==> config.mk <==
export PLATFORM = sky130hd
export DESIGN_NAME = cache_mem_arbiter
export DESIGN_NICKNAME = d
export VERILOG_FILES = /design/src/rtl/cache_mem_arbiter.sv
export SDC_FILE = /design/constraint.sdc
export NUM_CORES = 1
export LEC_CHECK = 0
export CAP_MARGIN = 10
export CORE_AREA = 2 2 535 537
export DETAILED_ROUTE_END_ITERATION = 12
export DIE_AREA = 0 0 537 539
export PLACE_DENSITY = 0.34
export SETUP_SLACK_MARGIN = 0.2
export SYNTH_ARGS = -nofsm -noshare
export SYNTH_HDL_FRONTEND = slang
export SYNTH_SLANG_ARGS = --single-unit
==> constraint.sdc <==
create_clock -name clk -period 2.9 [get_ports clk]
set_input_delay 0.29 -clock clk [delete_from_list [all_inputs] [get_ports clk]]
set_output_delay 0.29 -clock clk [all_outputs]
set_load 0.1 [all_outputs]
==> src/rtl/cache_mem_arbiter.sv <==
// Arbiter for the shared line-wide memory port between the I-cache and the D-cache.
// D-cache has priority; a starvation counter forces an I-cache grant.
module cache_mem_arbiter #(
  parameter int LINE_WIDTH   = 256,
  parameter int ADDR_WIDTH   = 32,
  parameter int STARVE_LIMIT = 4
) (
  input  logic                  clk,
  input  logic                  reset,
  input  logic                  i_pmem_read,
  input  logic [ADDR_WIDTH-1:0] i_pmem_address,
  output logic [LINE_WIDTH-1:0] i_pmem_rdata,
  output logic                  i_pmem_resp,
  input  logic                  d_pmem_read,
  input  logic                  d_pmem_write,
  input  logic [ADDR_WIDTH-1:0] d_pmem_address,
  input  logic [LINE_WIDTH-1:0] d_pmem_wdata,
  output logic [LINE_WIDTH-1:0] d_pmem_rdata,
  output logic                  d_pmem_resp,
  output logic                  pmem_read,
  output logic                  pmem_write,
  output logic [ADDR_WIDTH-1:0] pmem_address,
  output logic [LINE_WIDTH-1:0] pmem_wdata,
  input  logic [LINE_WIDTH-1:0] pmem_rdata,
  input  logic                  pmem_resp,
  output logic [1:0]            grant_owner,
  output logic                  arb_busy
);

  localparam int CW = $clog2(STARVE_LIMIT + 1);
  localparam logic [CW-1:0] LIM = CW'(STARVE_LIMIT);

  typedef enum logic [1:0] {
    IDLE,
    SERVE_I,
    SERVE_D_RD,
    SERVE_D_WR
  } state_t;

  state_t                state, state_nx;
  logic [ADDR_WIDTH-1:0] addr_q, addr_nx;
  logic [LINE_WIDTH-1:0] wdata_q, wdata_nx;
  logic [CW-1:0]         starve_cnt, starve_nx;
  logic [1:0]            owner_nx;
  logic                  d_req, d_wins;

  always_ff @(posedge clk) begin
    if (reset) begin
      state       <= IDLE;
      addr_q      <= '0;
      wdata_q     <= '0;
      starve_cnt  <= '0;
      grant_owner <= 2'b00;
      arb_busy    <= 1'b0;
    end else begin
      state       <= state_nx;
      addr_q      <= addr_nx;
      wdata_q     <= wdata_nx;
      starve_cnt  <= starve_nx;
      grant_owner <= owner_nx;
      arb_busy    <= (state_nx != IDLE);
    end
  end

  always_comb begin
    state_nx  = state;
    addr_nx   = addr_q;
    wdata_nx  = wdata_q;
    starve_nx = starve_cnt;
    d_req     = d_pmem_read | d_pmem_write;
    d_wins    = d_req && (!i_pmem_read || starve_cnt < LIM);
    unique case (state)
      IDLE: begin
        if (!i_pmem_read)
          starve_nx = '0;
        if (d_wins) begin
          state_nx = d_pmem_write ? SERVE_D_WR : SERVE_D_RD;
          addr_nx  = d_pmem_address;
          wdata_nx = d_pmem_wdata;
          if (i_pmem_read && starve_cnt != LIM)
            starve_nx = starve_cnt + 1'b1;
        end else if (i_pmem_read) begin
          state_nx  = SERVE_I;
          addr_nx   = i_pmem_address;
          starve_nx = '0;
        end
      end
      SERVE_I,
      SERVE_D_RD,
      SERVE_D_WR: begin
        if (pmem_resp)
          state_nx = IDLE;
      end
      default: state_nx = IDLE;
    endcase
  end

  always_comb begin
    owner_nx = 2'b00;
    unique case (1'b1)
      (state_nx == SERVE_I):    owner_nx = 2'b01;
      (state_nx == SERVE_D_RD),
      (state_nx == SERVE_D_WR): owner_nx = 2'b10;
      default:                  owner_nx = 2'b00;
    endcase
  end

  assign pmem_read    = (state == SERVE_I) || (state == SERVE_D_RD);
  assign pmem_write   = (state == SERVE_D_WR);
  assign pmem_address = addr_q;
  assign pmem_wdata   = wdata_q;

  // A reset cycle aborts the transfer, so its completion is not forwarded.
  assign i_pmem_resp = (state == SERVE_I) && pmem_resp && !reset;
  assign d_pmem_resp = ((state == SERVE_D_RD) || (state == SERVE_D_WR))
                       && pmem_resp && !reset;

  assign i_pmem_rdata = pmem_rdata;
  assign d_pmem_rdata = pmem_rdata;

  always_ff @(posedge clk) begin
    if (!reset && state == IDLE)
      assert (!(d_pmem_read && d_pmem_write))
        else $warning("cache_mem_arbiter: D read and write requested together");
  end

endmodule

==> out/qor.csv <==
stage;metric;value;unit
detailed_routing;Detailed Routing Iterations Pass 1;5;
detailed_routing;DRC violations left;0;
yosys;most instantiated flip-flop cell in the synthesis netlist;sky130_fd_sc_hd__dfxtp_1;
global_route;global route overflow;0;
clocking;CTS-repair resized insts;0;
floorplan;die height;539;um
hold_path;worst min-delay path category;input port to flop;
floorplan;floorplan row count;196;
detailed_routing;total vias in the final route;14187;
sta;fmax;429;MHz
yosys;synthesized flop and latch total;296;
global_route;Tot GR Track Use;0.0909;
run;max-capacitance violation count;0;
detailed_routing;per-cell routed wire length;24.0;um
place;input/output buffers;620;
floorplan;core region area;284000;um2
global_route;routing layer with the top usage in global route;met2;
floorplan;number of top-level pins;1389;
sta;RSZ-0062 raised after global routing;no;
detailed_routing;DRT iter0 DRCs;861;
yosys;warnings from Yosys;0;
global_route;met3 Use GR;0.0883;
critical_path;highest fanout seen on the critical path;5;
clocking;CTS Hold Buffers Added;0;
place;placed cell count;5652;
sta;Final Hold Vio Count;0;
clocking;Clk Latency, worst-skew pair;0.68;ns
detailed_routing;number of nets with antenna violations after routing;0;
final_layout;core occupancy in the finished layout;0.0810;
clocking;post-CTS clock slew at the launch and capture registers of the worst setup and hold paths;0.05;ns
global_route;maximum number of pins on one net before global-route repair;124;
sta;Sum Neg Setup Slack;0;ns
sta;Worst Clk Skew;0.0327;ns
final_layout;final std cells w/o fill;5743;
final_layout;area added between synthesis and finish;50.7;%
detailed_routing;Routed Wire Length;138000;um
final_layout;Total Nets Final;2529;
critical_path;type of destination of the critical path;primary output;
final_layout;Register Area;5930;um2
final_layout;final non-filler cell area;23000;um2
final_layout;share of post-route cells with drive strength above 1;0.208;
place;Placement Setup Slack;0.478;ns
pwr;Tot Pwr;17.4;mW
place;routability cong.;0.827;
status;result of the run;finished, final reports clean;
global_route;met1 Use GR;0.0696;
sta;Slew @ Worst Pin;0.802;ns
sta;Final period util;0.804;
sta;min setup slack post-route;0.567;ns
detailed_routing;via-per-instance ratio;2.47;
clocking;buffers inserted by post-CTS timing repair;0;
pwr;worst vdd ir;0.000479;V
sta;post-route minimum period;2.33;ns
clocking;buffers from clock root to sink, at most;3;
sta;Hold Slack;0.108;ns
floorplan;full die area;289000;um2
place;DP Area;21500;um2
global_route;first-pass GRT wire length;168000;um
sta;worst slew margin relative to its limit;0.469;
sta;number of setup violations in the final report;0;
critical_path;Worst Setup Path Type;flop to primary output;
final_layout;count of filler cells inserted in the layout;33296;
critical_path;worst path required time;2.61;ns
clocking;number of sinks on the clock net;296;
global_route;met2 layer usage reported by global route;0.141;
pwr;areal power density over the cells;756;nW/um2
global_route;vias in the first global route;14276;
sta;count of final max-slew check failures;0;
yosys;Post-Synthesis Mean Instance Area;8.01;um2
final_layout;combined area of the multi-input logic cells;4840;um2
critical_path;launching element type of the critical path;flop;
clocking;clock tree from TritonCTS;done;
yosys;share of flip-flops with an asynchronous set or reset;0;
clocking;maximum level of the CTS H-tree;2;
yosys;cell area after synthesis;15300;um2
place;sum of net half-perimeters after detailed placement;113000;um
critical_path;arrival time of the worst setup path;2.04;ns
yosys;number of distinct library cell variants in the gate-level netlist after synthesis;30;
yosys;total nets after synthesis;2496;
floorplan;width of the die;537;um
pwr;leakage power total;7.62;nW
floorplan;Starting Density;0.0538;
clocking;number of clock buffers inserted by TritonCTS;48;
clocking;Clock Tree Root;sky130_fd_sc_hd__clkbuf_16;
yosys;number of enable flip-flop cells after synthesis;0;
global_route;number of antenna violations at the first check in global routing;47;
yosys;synthesized netlist cell count;1907;
yosys;part of the Yosys area used for sequential elements;0.388;
-- cells by family (layout without fill, tap and decap cells) --
| kind of cell | count (synthesis) | after routing | share of synthesized area |
|---|---|---|---|
| AOI/OAI and AO/OA | 557 | 557 | 0.193 |
| adders and majority gates | 7 | 7 | 0.00573 |
| buffers and inverters | 677 | 744 | 0.299 |
| DFF | 296 | 296 | 0.388 |
| other | 0 | 7 | 0 |
| and+or+nand+nor | 370 | 370 | 0.114 |
-- report_power, final --
group / switching (mW) / leakage [nW] / internal, mW
registers: 0.284 / 2.44 / 4.53
clock network: 2.56 / 0.748 / 3.41
logic: 5.16 / 4.43 / 1.45
total: 8.01 / 7.62 / 9.39
-- critical path, cell delays in order, from the launching register on --
cell and delay [ns]:
sky130_fd_sc_hd__dfxtp_1 0.41, sky130_fd_sc_hd__ha_1 0.21, sky130_fd_sc_hd__nor2_1 0.08, sky130_fd_sc_hd__nor3b_4 0.30, sky130_fd_sc_hd__buf_4 0.36
-- cell usage in the layout, fill, tap and decap left out, types with 4 or more instances in the layout --
cell type / instances
sky130_fd_sc_hd__nand2_1: 66
sky130_fd_sc_hd__nand3_1: 257
sky130_fd_sc_hd__buf_4: 292
sky130_fd_sc_hd__a21oi_1: 257
sky130_fd_sc_hd__clkdlybuf4s50_1: 324
sky130_fd_sc_hd__clkinv_2: 4
sky130_fd_sc_hd__clkbuf_1: 13
sky130_fd_sc_hd__o21ai_0: 206
sky130_fd_sc_hd__diode_2: 7
sky130_fd_sc_hd__a311oi_1: 32
sky130_fd_sc_hd__dfxtp_1: 296
sky130_fd_sc_hd__clkbuf_16: 48
sky130_fd_sc_hd__buf_2: 16
sky130_fd_sc_hd__clkbuf_8: 7
sky130_fd_sc_hd__o21ai_1: 50
sky130_fd_sc_hd__ha_1: 7
sky130_fd_sc_hd__inv_1: 5
sky130_fd_sc_hd__nor2_1: 38
sky130_fd_sc_hd__buf_12: 22
-- flip-flops by register name (all words and copies together), names as in the netlist --
signal        cells
pmem_wdata      256
pmem_address     32
arb_busy          1
starve_cnt        3
grant_owner       2
state             2
-- final cells by class --
class | count | area share
flip-flops and latches | 296 | 0.257
diodes | 7 | 0.000761
clock buffers | 68 | 0.0585
multi-input cells | 934 | 0.210
well taps | 3762 | 0.205
clock inverters | 16 | 0.00821
repair buffers | 655 | 0.259
inverters | 5 | 0.000815
-- layer usage --
metal	share of wire	vias to the layer above	wire (um)
met5	0.00087	-	120
met4	0.077	8	10600
met3	0.22	469	30100
met2	0.44	1090	60300
met1	0.27	6532	36600
li1	-	6088	-
-- cells in the mapped netlist, types with 3 or more instances --
library cell / instances / area, um2
sky130_fd_sc_hd__buf_4: 521 / 3910
sky130_fd_sc_hd__clkbuf_1: 92 / 345
sky130_fd_sc_hd__a311oi_1: 32 / 280
sky130_fd_sc_hd__nor2b_1: 3 / 18.8
sky130_fd_sc_hd__a21oi_1: 257 / 1290
sky130_fd_sc_hd__nand3_1: 257 / 1290
sky130_fd_sc_hd__buf_2: 35 / 175
sky130_fd_sc_hd__nand2_1: 67 / 251
sky130_fd_sc_hd__dfxtp_1: 296 / 5930
sky130_fd_sc_hd__o21ai_1: 50 / 250
sky130_fd_sc_hd__ha_1: 7 / 87.6
sky130_fd_sc_hd__nor2_1: 38 / 143
sky130_fd_sc_hd__o21ai_0: 206 / 1030
sky130_fd_sc_hd__inv_1: 5 / 18.8
sky130_fd_sc_hd__clkbuf_2: 23 / 115
-- path summary, 6_finish.rpt --
check | from | endpoint | slack, ns | depth (start not counted)
setup / recovery | state[0]$_SDFF_PP0_ | d_pmem_resp | 0.57 | 4
hold / removal | reset | pmem_address[0]$_SDFFE_PP0P_ | 0.11 | 2
setup reg to reg | state[0]$_SDFF_PP0_ | pmem_wdata[42]$_SDFFE_PP0P_ | 0.84 | 7
hold reg to reg | pmem_wdata[104]$_SDFFE_PP0P_ | pmem_wdata[104]$_SDFFE_PP0P_ | 0.48 | 2
(Power assumes the default switching activity.)
==> variant: new RTL, config.mk and constraints unchanged <==
The parameter `STARVE_LIMIT` goes from 4 to 8.
--- a/src/rtl/cache_mem_arbiter.sv
+++ b/src/rtl/cache_mem_arbiter.sv
@@ -4,5 +4,5 @@
   parameter int LINE_WIDTH   = 256,
   parameter int ADDR_WIDTH   = 32,
-  parameter int STARVE_LIMIT = 4
+  parameter int STARVE_LIMIT = 8
 ) (
   input  logic                  clk,
Check against the original RTL: not settled (the Yosys comparison gave no result); the edit may change what the design does.
==> variant against the original RTL <==
  * Area after synthesis down 0.30%
  * Final cell count is 0.37% higher
  * First-iteration DRC count fell by 11%
  * Critical endpoint is now pmem_read
  * Synthesized cell count is 0.16% higher
  * Worst setup slack improved by 33 ps
  * Cell area increased by 0.61%
  * Power up 3.6%
  * Clock power up 3%
  * Via count is 2.0% higher
  * Sequential cell count grew 1
  * Routed wire length up 19%
  * Register-to-register slack better by 30 ps
==> variant: results (changes against the original RTL) <==
clk_lat worst skew 730 ps (+50 ps); Slew HR 0.318 (-0.151); WL/cell 28.4 um (+18%); hold_buf cts 1 (+1); post-synthesis mux area share 0.000657 (+0.000657); Commonest cells post-synth 515 x buf_4, 297 x dfxtp_1, 288 x o21ai_0; Worst Setup EP pmem_read; TritonCTS buffer count 47 (-2.1%); fin crit share 0.793 (-0.0115); critical path's largest stage delay 530 ps (+120 ps); GRT met3 Usage 0.125 (+0.0364); met3 WL 41600 um (+38%); main area contributors after synthesis dfxtp_1 39%, buf_4 25%, o21ai_0 9.5%, a21oi_1 8.5%, nand3_1 8.4%; vias per cell 2.51 (+1.6%); comb pwr 7.03 mW (+6.4%); Sw Ratio 0.465 (+0.00508); first-pass GRT wire length 195000 um (+16%); M1 wire length 42700 um (+17%); number of synthesized flops with an enable pin 0 (unchanged); Largest delay share family, worst path buffers and inverters; Adder-Cell Fraction of Synth Area 0.00575 (+0.0000174); post-synthesis sequential area ratio 0.390 (+0.00249); slowest CP cell buf_2; post-DP HPWL 141000 um (+25%); Max VDD drop 0.404 mV (-16%); run status finished, final reports clean; Post-Place Cells 5657 (+0.088%); drt first pass iters 6 (+1); post-synthesis compound-gate area fraction 0.200 (+0.00634); Critical R2R Capture pmem_address[24]$_SDFFE_PP0P_; Post-Route WL 163000 um (+19%); met1 usage 0.0819 (+0.0123); WL met2 70000 um (+16%); Mean Syn Cell Area 7.97 sq um (-0.46%); internal reg-to-reg setup slack 870 ps (+30 ps); Yosys top cell by area dfxtp_1; pwr/cell area 778 nW/um^2 (+3.0%); hold depth 3 (+1); global-route usage over all layers 0.108 (+0.0172); CTS H-tree depth 2 (unchanged); routing usage on met2 0.163 (+0.0222); gpl congestion 0.826 (-0.13%); Yosys cell types 32 (+6.7%); Post-DP Area 21500 sq um (+0.17%); P_leak 7.64 nW (+0.32%); Hold Slack 145 ps (+36.6 ps); post-synth net total 2499 (+0.12%); largest net degree at the start of global routing 130 (+4.8%); R2R depth 7 (unchanged); fill count 33300 (-0.045%); Critical Path AT 2010 ps (-30 ps); hold endpoint pmem_wdata[113]$_SDFFE_PP0P_; setup slack after placement 617 ps (+139 ps); share of cells above drive strength 1 0.206 (-0.00214); 1st-iter DRT viols 769 (-11%); HP Start d_pmem_wdata[113]
## variant: cell types whose count changed in the layout (fill, tap and decap cells not counted), sizes merged, moves of 3 or more
cell / delta
o21ai: +31
bufinv: +3
clkinv: -5
a31oi: +32
diode: +15
nor2: -34
a311oi: -32
## variant: final cells by class
type | count | area, sq um | share of cell area
multi-input combinational | 936 | 4790 | 0.207
sequential | 297 | 5950 | 0.257
clock inverter | 16 | 277 | 0.0119
tap | 3762 | 4710 | 0.203
antenna | 22 | 55.1 | 0.00238
clock buffer | 68 | 1320 | 0.0568
inverter | 6 | 30.0 | 0.00130
timing repair buffer | 657 | 6030 | 0.261
## variant: worst reg2reg max path: cells and delay by family (launching register included)
| kind | cells | cell delay, ps |
|---|---|---|
| compound gates | 3 | 680 |
| fa+ha+maj | 1 | 220 |
| buf+inv | 3 | 720 |
| flops | 1 | 340 |
